**config.mk**
```make
export PLATFORM = sky130hd
export DESIGN_NAME = ps2_scancode_decoder
export DESIGN_NICKNAME = d
export VERILOG_FILES = /design/src/rtl/ps2_scancode_decoder.sv
export SDC_FILE = /design/constraint.sdc
export NUM_CORES = 1
export LEC_CHECK = 0
export ABC_CLOCK_PERIOD_IN_PS = 2100
export BUFFER_PORTS_ARGS = -buffer_cell sky130_fd_sc_hd__buf_2
export CAP_MARGIN = 30
export CORE_ASPECT_RATIO = 1.75
export CORE_MARGIN = 5
export CORE_UTILIZATION = 56
export CTS_CLUSTER_SIZE = 16
export DETAILED_ROUTE_END_ITERATION = 10
export PLACE_DENSITY = 0.73
export SYNTH_ARGS = -nofsm -noshare
export SYNTH_HDL_FRONTEND = slang
export SYNTH_SLANG_ARGS = --single-unit
```
**constraint.sdc**
```tcl
create_clock -name clk -period 2.1 [get_ports clk]
set_input_delay 0.42 -clock clk [delete_from_list [all_inputs] [get_ports clk]]
set_output_delay 0.42 -clock clk [all_outputs]
set_load 0.1 [all_outputs]
```
**src/rtl/ps2_scancode_decoder.sv**
```systemverilog
// PS/2 set-2 scan-code decoder: folds E0/F0/E1 prefixes into key events,
// tracks shift/ctrl/alt and queues events in a first-word-fall-through FIFO.
module ps2_scancode_decoder #(
    parameter int DEPTH   = 8,
    parameter int TIMEOUT = 50000
) (
    input  logic       clk,
    input  logic       rst_n,
    input  logic       code_valid,
    input  logic [7:0] code_in,
    output logic       evt_valid,
    output logic [9:0] evt_data,
    input  logic       evt_pop,
    output logic       shift_held,
    output logic       ctrl_held,
    output logic       alt_held,
    output logic       overflow,
    input  logic       ovf_clr
);

    localparam int AW = $clog2(DEPTH);
    localparam int PW = AW + 1;
    localparam int TW = $clog2(TIMEOUT + 1);

    typedef enum logic [2:0] {IDLE, EXT, BRK, EXT_BRK, SKIP} state_t;

    state_t        state_q, state_d;
    logic [2:0]    skip_q, skip_d;
    logic [TW-1:0] tmo_q, tmo_d;
    logic [5:0]    mod_q, mod_d;
    logic [PW-1:0] wptr_q, wptr_d, rptr_q, rptr_d;
    logic          ovf_q, ovf_d;
    logic [9:0]    mem_q [DEPTH];

    logic       is_ctrl, is_pfx, is_fake;
    logic       evt_made;
    logic [9:0] evt_new;
    logic       empty, full, do_pop, do_push, drop;

    assign is_ctrl = code_in inside {8'h00, 8'hFF, 8'hAA, 8'hFA, 8'hEE, 8'hFC};
    assign is_pfx  = code_in inside {8'hE0, 8'hF0, 8'hE1};
    assign is_fake = (code_in == 8'h12) || (code_in == 8'h59);

    always_comb begin
        state_d  = state_q;
        skip_d   = skip_q;
        tmo_d    = tmo_q;
        evt_made = 1'b0;
        evt_new  = '0;

        // A stalled prefix is abandoned so a lost byte cannot corrupt the next key.
        if (state_q == IDLE || code_valid) begin
            tmo_d = '0;
        end else if (tmo_q == TW'(TIMEOUT - 1)) begin
            state_d = IDLE;
            tmo_d   = '0;
        end else begin
            tmo_d = tmo_q + 1'b1;
        end

        if (code_valid) begin
            case (state_q)
                IDLE: begin
                    if (code_in == 8'hE0) begin
                        state_d = EXT;
                    end else if (code_in == 8'hF0) begin
                        state_d = BRK;
                    end else if (code_in == 8'hE1) begin
                        state_d = SKIP;
                        skip_d  = 3'd7;
                    end else if (!is_ctrl) begin
                        evt_made = 1'b1;
                        evt_new  = {2'b00, code_in};
                    end
                end
                EXT: begin
                    state_d = IDLE;
                    if (code_in == 8'hF0) begin
                        state_d = EXT_BRK;
                    end else if (!is_fake && !is_pfx && !is_ctrl) begin
                        evt_made = 1'b1;
                        evt_new  = {2'b01, code_in};
                    end
                end
                BRK: begin
                    state_d = IDLE;
                    if (!is_pfx && !is_ctrl) begin
                        evt_made = 1'b1;
                        evt_new  = {2'b10, code_in};
                    end
                end
                EXT_BRK: begin
                    state_d = IDLE;
                    if (!is_fake && !is_pfx && !is_ctrl) begin
                        evt_made = 1'b1;
                        evt_new  = {2'b11, code_in};
                    end
                end
                SKIP: begin
                    skip_d = skip_q - 3'd1;
                    if (skip_q == 3'd1) state_d = IDLE;
                end
                default: state_d = IDLE;
            endcase
        end
    end

    always_comb begin
        mod_d = mod_q;
        if (evt_made) begin
            case (evt_new[8:0])
                9'h012:  mod_d[0] = ~evt_new[9];
                9'h059:  mod_d[1] = ~evt_new[9];
                9'h014:  mod_d[2] = ~evt_new[9];
                9'h114:  mod_d[3] = ~evt_new[9];
                9'h011:  mod_d[4] = ~evt_new[9];
                9'h111:  mod_d[5] = ~evt_new[9];
                default: mod_d = mod_q;
            endcase
        end
    end

    // A pop frees the head slot this cycle, so a push into a full FIFO still fits.
    always_comb begin
        empty   = (wptr_q == rptr_q);
        full    = (wptr_q[AW] != rptr_q[AW]) && (wptr_q[AW-1:0] == rptr_q[AW-1:0]);
        do_pop  = evt_pop && !empty;
        do_push = evt_made && (!full || do_pop);
        drop    = evt_made && full && !do_pop;
        wptr_d  = wptr_q + PW'(do_push);
        rptr_d  = rptr_q + PW'(do_pop);
        ovf_d   = drop ? 1'b1 : (ovf_clr ? 1'b0 : ovf_q);
    end

    always_ff @(posedge clk or negedge rst_n) begin
        if (!rst_n) begin
            state_q <= IDLE;
            skip_q  <= '0;
            tmo_q   <= '0;
            mod_q   <= '0;
            wptr_q  <= '0;
            rptr_q  <= '0;
            ovf_q   <= 1'b0;
        end else begin
            state_q <= state_d;
            skip_q  <= skip_d;
            tmo_q   <= tmo_d;
            mod_q   <= mod_d;
            wptr_q  <= wptr_d;
            rptr_q  <= rptr_d;
            ovf_q   <= ovf_d;
        end
    end

    always_ff @(posedge clk or negedge rst_n) begin
        if (!rst_n) begin
            for (int i = 0; i < DEPTH; i++) mem_q[i] <= '0;
        end else if (do_push) begin
            mem_q[wptr_q[AW-1:0]] <= evt_new;
        end
    end

    assign evt_valid  = !empty;
    assign evt_data   = empty ? '0 : mem_q[rptr_q[AW-1:0]];
    assign shift_held = mod_q[0] | mod_q[1];
    assign ctrl_held  = mod_q[2] | mod_q[3];
    assign alt_held   = mod_q[4] | mod_q[5];
    assign overflow   = ovf_q;

endmodule

```
# [Yosys cells after proc, flatten, opt, wreduce, memory -nomap -nowiden]
# Cells that the tools add are included.
# W data, S select, Z words.
[word_totals] register_bits=117 latchBits=0 ram_bits=0 rom_bits=0 output_inout_bits=15 memories=0
[op_classes] addsub=4 mul=0 n_div=0 magnitude_cmp=3 n_eq_ne=28 n_shift=0 mux=43 bitwise=6 n_reduce_logical=31
[op_table] op="$bwmux W80" n=1
[op_table] op="$mux W10" n=7
[op_table] op="$eq A8 B8 Y1 const B" n=8
[op_table] op="$pmux W10 S4" n=1
[op_table] op="$mux W16" n=2
[op_table] op="$mux W8" n=4
[op_table] op="$bmux W10 S3" n=1
[op_table] op="$demux W10 S3" n=1
[op_table] op="$mux W3" n=10
[op_table] op="$eq A9 B5 Y1 const B" n=3
[op_table] op="$eq A9 B9 Y1 const B" n=2
[op_table] op="$mux W9" n=2
[op_table] op="$add A16 B1 Y16 const B" n=1
[op_table] op="$eq A16 B16 Y1 const B" n=1
[op_table] op="$reduce_and A2 Y1" n=6
[op_table] op="$mux W1" n=10
[op_table] op="$eq A9 B7 Y1 const B" n=1
[op_table] op="$logic_and A1 B1 Y1" n=9
[op_table] op="$pmux W3 S3" n=1
[op_table] op="$add A4 B1 Y4" n=2
[op_table] op="$eq A8 B5 Y1 const B" n=1
[op_table] op="$eq A8 B7 Y1 const B" n=1
[op_table] op="$ge A4 B4 Y1 const B" n=2
[op_table] op="$logic_not A8 Y1" n=1
[op_table] op="23 further kinds" n=37

# [Logic depth before layout (Yosys ltp)]
[depth] ltp_word=12 depth_mapped=10 ltp_nobuf=8

# [Worst setup path before layout]
# OpenSTA, ideal clock, no wires.
[synth_timing] kind="flip-flop to output port" start="register rptr_q[0]" end="output port evt_data[0]" t_arrival_ps=2576 t_required_ps=1680 setup_slack_ps=-896 stages_incl_launch_ff=5 path_buffers=1 path_cell_list="dfrtp_1 -> buf_1 -> mux4_2 -> mux2i_1 -> nor2_1"
[synth_between] elab_chain_cells=5
[synth_lines] element="from (decl)" line="31" text="logic [PW-1:0] wptr_q, wptr_d, rptr_q, rptr_d;"
[synth_lines] element="from (signal assigned)" line="150" text="rptr_q <= rptr_d;"
[synth_lines] element="$not A3 Y4 (not written as such)" line="164" text="assign evt_data = empty ? '0 : mem_q[rptr_q[AW-1:0]];"
[synth_lines] element="$bmux W10 S3" line="164"
[synth_lines] element="$mux W10 (not written as such) (2 in series)" line="164"
[synth_lines] element="$mux W10 (*)" line="164"
[synth_lines] element="to (decl)" line="12" text="output logic [9:0] evt_data,"
# Every way passes the cells marked *; elsewhere a longest branch is shown, timed or not. The select of a mux whose other input is x is not followed.

# [Final worst setup path]
[layout_timing] start="register rptr_q[0]" end="output port evt_data[5]"
# Same word-level chain as after synthesis.

==> results.py <==
metrics = {
    "status": {
        "run_status": "finished with violations",
        "failed_checks": "negative hold slack, negative setup slack",
    },
    "logic_synthesis": {
        "synthesis.nets": 478,
        "ys_top_cells_by_area": "sky130_fd_sc_hd__dfrtp_1, sky130_fd_sc_hd__mux2_4, sky130_fd_sc_hd__mux4_2",
        "ys_types": 48,
        "postSynthRegisterBits": 117,
        "syn_area_per_cell_um2": 13.0,
        "synth-async-reset-ratio_pct": 100,
        "yosysWarnings": 0,
        "synth_area_um2": 5950,
        "synth_top_flop_cell": "sky130_fd_sc_hd__dfrtp_1",
        "count_of_flip_flops_with_a_built_in_enable_after_synthesis": 0,
        "post_synth_inst_count": 458,
        "synth_sequential_area_ratio_pct": 49.2,
        "yosys.area.top_type": "sky130_fd_sc_hd__dfrtp_1",
        "synth_top_cell_area_share_pct": 49.2,
    },
    "worst_setup_path": {
        "crit_path_cell_trace": "buf_12 -> buf_8 -> mux4_2 -> mux2i_2 -> buf_4 -> nor2_4 -> buf_12",
        "crit_path_start_kind": "flop",
        "ff2ff_setup_slack_ps": -220,
        "crit_slowest_cell": "sky130_fd_sc_hd__mux4_2",
        "reg_to_reg_endpoint": "wptr_q[2]$_DFF_PN0_",
        "r2r_start": "rptr_q[0]$_DFF_PN0_",
        "cp.arrival_ps": 2090,
        "timing.setup.critical_path_class": "flop to output pin",
        "crit_top_cell": "sky130_fd_sc_hd__buf_12",
        "reg2reg_depth": 10,
        "cpPeakStageDelay_ps": 510,
        "cp_max_fo": 8,
        "worst-endpoint-required_ps": 1680,
        "critPathCaptureType": "output pin",
    },
    "drt": {
        "vias": 4032,
        "drt_pre_antenna_iters": 5,
        "first_iter_violations": 216,
        "post_drt_via_cell_ratio": 5.98,
        "wirelength_mm": 14.5,
        "ant_nets": 0,
        "wire_per_inst_um": 21.5,
        "drt_drc_violations_left": 0,
    },
    "floorplan": {
        "row_count": 49,
        "dieArea_um2": 12900,
        "die_y_um": 146,
        "fp.dieW_um": 87.9,
        "top_level_ports": 28,
        "initial_utilization_pct": 57.4,
        "coreArea_um2": 10400,
    },
    "place": {
        "numPortBuffers": 27,
        "routabilityCongestion": 0.865,
        "post_detailed_placement_half_perimeter_wirelength_mm": 9.38,
        "place_ws_ps": -508,
        "place_area_um2": 6930,
    },
    "layout": {
        "final_common_cell": "sky130_fd_sc_hd__dfrtp_1",
        "layout-drive-gt1-share_pct": 48.3,
        "final_cell_area_um2": 7870,
        "syn_to_final_growth_pct": 32.3,
        "fin_nets": 555,
        "antenna_diode_count": 0,
        "register_area_um2": 2930,
        "layout.cells.most_common_list": "sky130_fd_sc_hd__dfrtp_1, sky130_fd_sc_hd__mux2_4, sky130_fd_sc_hd__buf_4",
        "multi_input_area_um2": 3190,
        "layout.filler_cells": 614,
    },
    "cts": {
        "clk_latency_ps": 420,
        "numClockSinks": 117,
        "clk_pin_slew_ps": 60,
        "tritoncts": "yes",
        "holdBufCountCts": 0,
        "cts_max_path_buffers": 2,
        "cts-root-buf": "sky130_fd_sc_hd__clkbuf_16",
        "htree_levels": 4,
        "cts_bufs_inserted": 17,
    },
    "job": {
        "cap_violations": 0,
    },
    "global_routing": {
        "grt_pass1_wl_mm": 23.8,
        "grt_antenna_before_repair": 0,
        "globalRouteOverflowTotal": 0,
        "number_of_global_route_vias_before_repair": 4458,
        "grt_start_max_net_pins": 42,
        "grt_usage_pct": 24.7,
    },
    "power": {
        "total_leakage_power_uw": 0.00363,
        "powerDensity_nw_per_um2": 1610,
        "power.ir.vdd_worst_v": 0.00153,
        "total_power_uw": 12700,
    },
    "sta": {
        "fmax_mhz": 399,
        "post-route-worst-setup-slack_ps": -409,
        "clock-skew-final_ps": 10.8,
        "hold_viol_final": 18,
        "drv_slew": 0,
        "fin_tns_setup_ps": -11650,
        "max-slew-margin-rel_pct": 50.1,
        "fin_hold_ws_ps": -7.66,
        "final.period_utilization_pct": 119,
        "rsz0062_at_grt": "true",
        "setup_violations": 96,
        "fin_crit_ps": 2510,
        "worst_slew_pin_slew_ps": 742,
    },
    "min_path": {
        "hp-class": "input port to async pin",
    },
}
[flip-flops by register name, indices dropped and copies added (netlist names)]
name and cells:
mod_q 6, tmo_q 16, state_q 3, rptr_q 4, wptr_q 4, mem_q 80
overflow 1, skip_q 3
[layout make-up]
class                           count  area share [%]
Timing Repair Buffer               91            12.6
Multi-Input combinational cell    300            40.6
Sequential cell                   117            37.2
Clock inverter                      9           0.986
Clock buffer                       22            6.15
Tap cell                          127            2.02
Inverter                            8           0.429
[critical path, delay by kind of cell, from the launching register on]
family	cells	cell delay, ps
and+or+nand+nor	1	40
buffers and inverters	4	570
DFF	1	370
muxes	2	680
[logic make-up after synthesis]
family          count (synthesis)  synth area share, %
flops                         117                 49.2
buf+inv                        44                 3.62
xor+xnor                       23                 3.39
fa+ha+maj                       7                 1.47
compound gates                 22                 2.48
simple gates                  130                 12.1
mux                           115                 27.7
[per-layer routing]
layer,GRT usage [%],part of all wire [%],vias to the layer above
li1,-,-,1805
met2,41.6,55,123
met1,29.2,37,2060
met5,0,0,-
met4,13.2,3.9,0
met3,4.68,4.2,44
[worst max-delay path by stage]
stage | endpoint | slack (ps) | start | cells after the start
floorplan | mem_q[10]$_DFFE_PN0P_ | -230 | code_in[3] | 9
global placement | mem_q[31]$_DFFE_PN0P_ | -440 | code_in[0] | 8
detailed placement | mem_q[67]$_DFFE_PN0P_ | -510 | code_in[5] | 8
CTS | evt_data[5] | -430 | rptr_q[0]$_DFF_PN0_ | 7
global route | evt_data[5] | -480 | rptr_q[0]$_DFF_PN0_ | 7
finish | evt_data[5] | -410 | rptr_q[0]$_DFF_PN0_ | 7
[what timing repair did]
action,CTS,global route
gates resized for setup,60,8
endpoints found under the hold margin,0,0
endpoints found under the setup margin,94,97
cloned,4,0
setup buffers,3,1
pin swaps,2,4
[metrics by stage]
step,utilization (%),instances
after floorplan,-,458
after global placement,66.9,635
after detailed placement,66.9,635
after CTS,75.6,673
after global routing,76.0,674
final,76.0,674
[power by group]
part	internal, µW	leakage, µW	switching [µW]
clock network	1730	0.000274	1000
logic	3190	0.00182	3360
registers	2950	0.00154	452
[synth_stat cells (5+ instances only)]
cell type and n:
sky130_fd_sc_hd__dfrtp_1 117, sky130_fd_sc_hd__nor2_1 40, sky130_fd_sc_hd__mux2_2 38, sky130_fd_sc_hd__mux2_4 38
sky130_fd_sc_hd__mux4_2 20, sky130_fd_sc_hd__clkbuf_1 19, sky130_fd_sc_hd__nand3_1 15, sky130_fd_sc_hd__and3_1 14
sky130_fd_sc_hd__mux2i_1 12, sky130_fd_sc_hd__xor2_1 12, sky130_fd_sc_hd__xnor2_1 11, sky130_fd_sc_hd__nand2_1 10
sky130_fd_sc_hd__inv_1 8, sky130_fd_sc_hd__and2_0 7, sky130_fd_sc_hd__ha_1 7, sky130_fd_sc_hd__mux2_1 7
sky130_fd_sc_hd__nor2b_1 7, sky130_fd_sc_hd__buf_2 6, sky130_fd_sc_hd__a31oi_1 5, sky130_fd_sc_hd__buf_6 5
sky130_fd_sc_hd__nand4_1 5, sky130_fd_sc_hd__o21ai_0 5
Note: power is estimated with default switching activity, not from simulation.
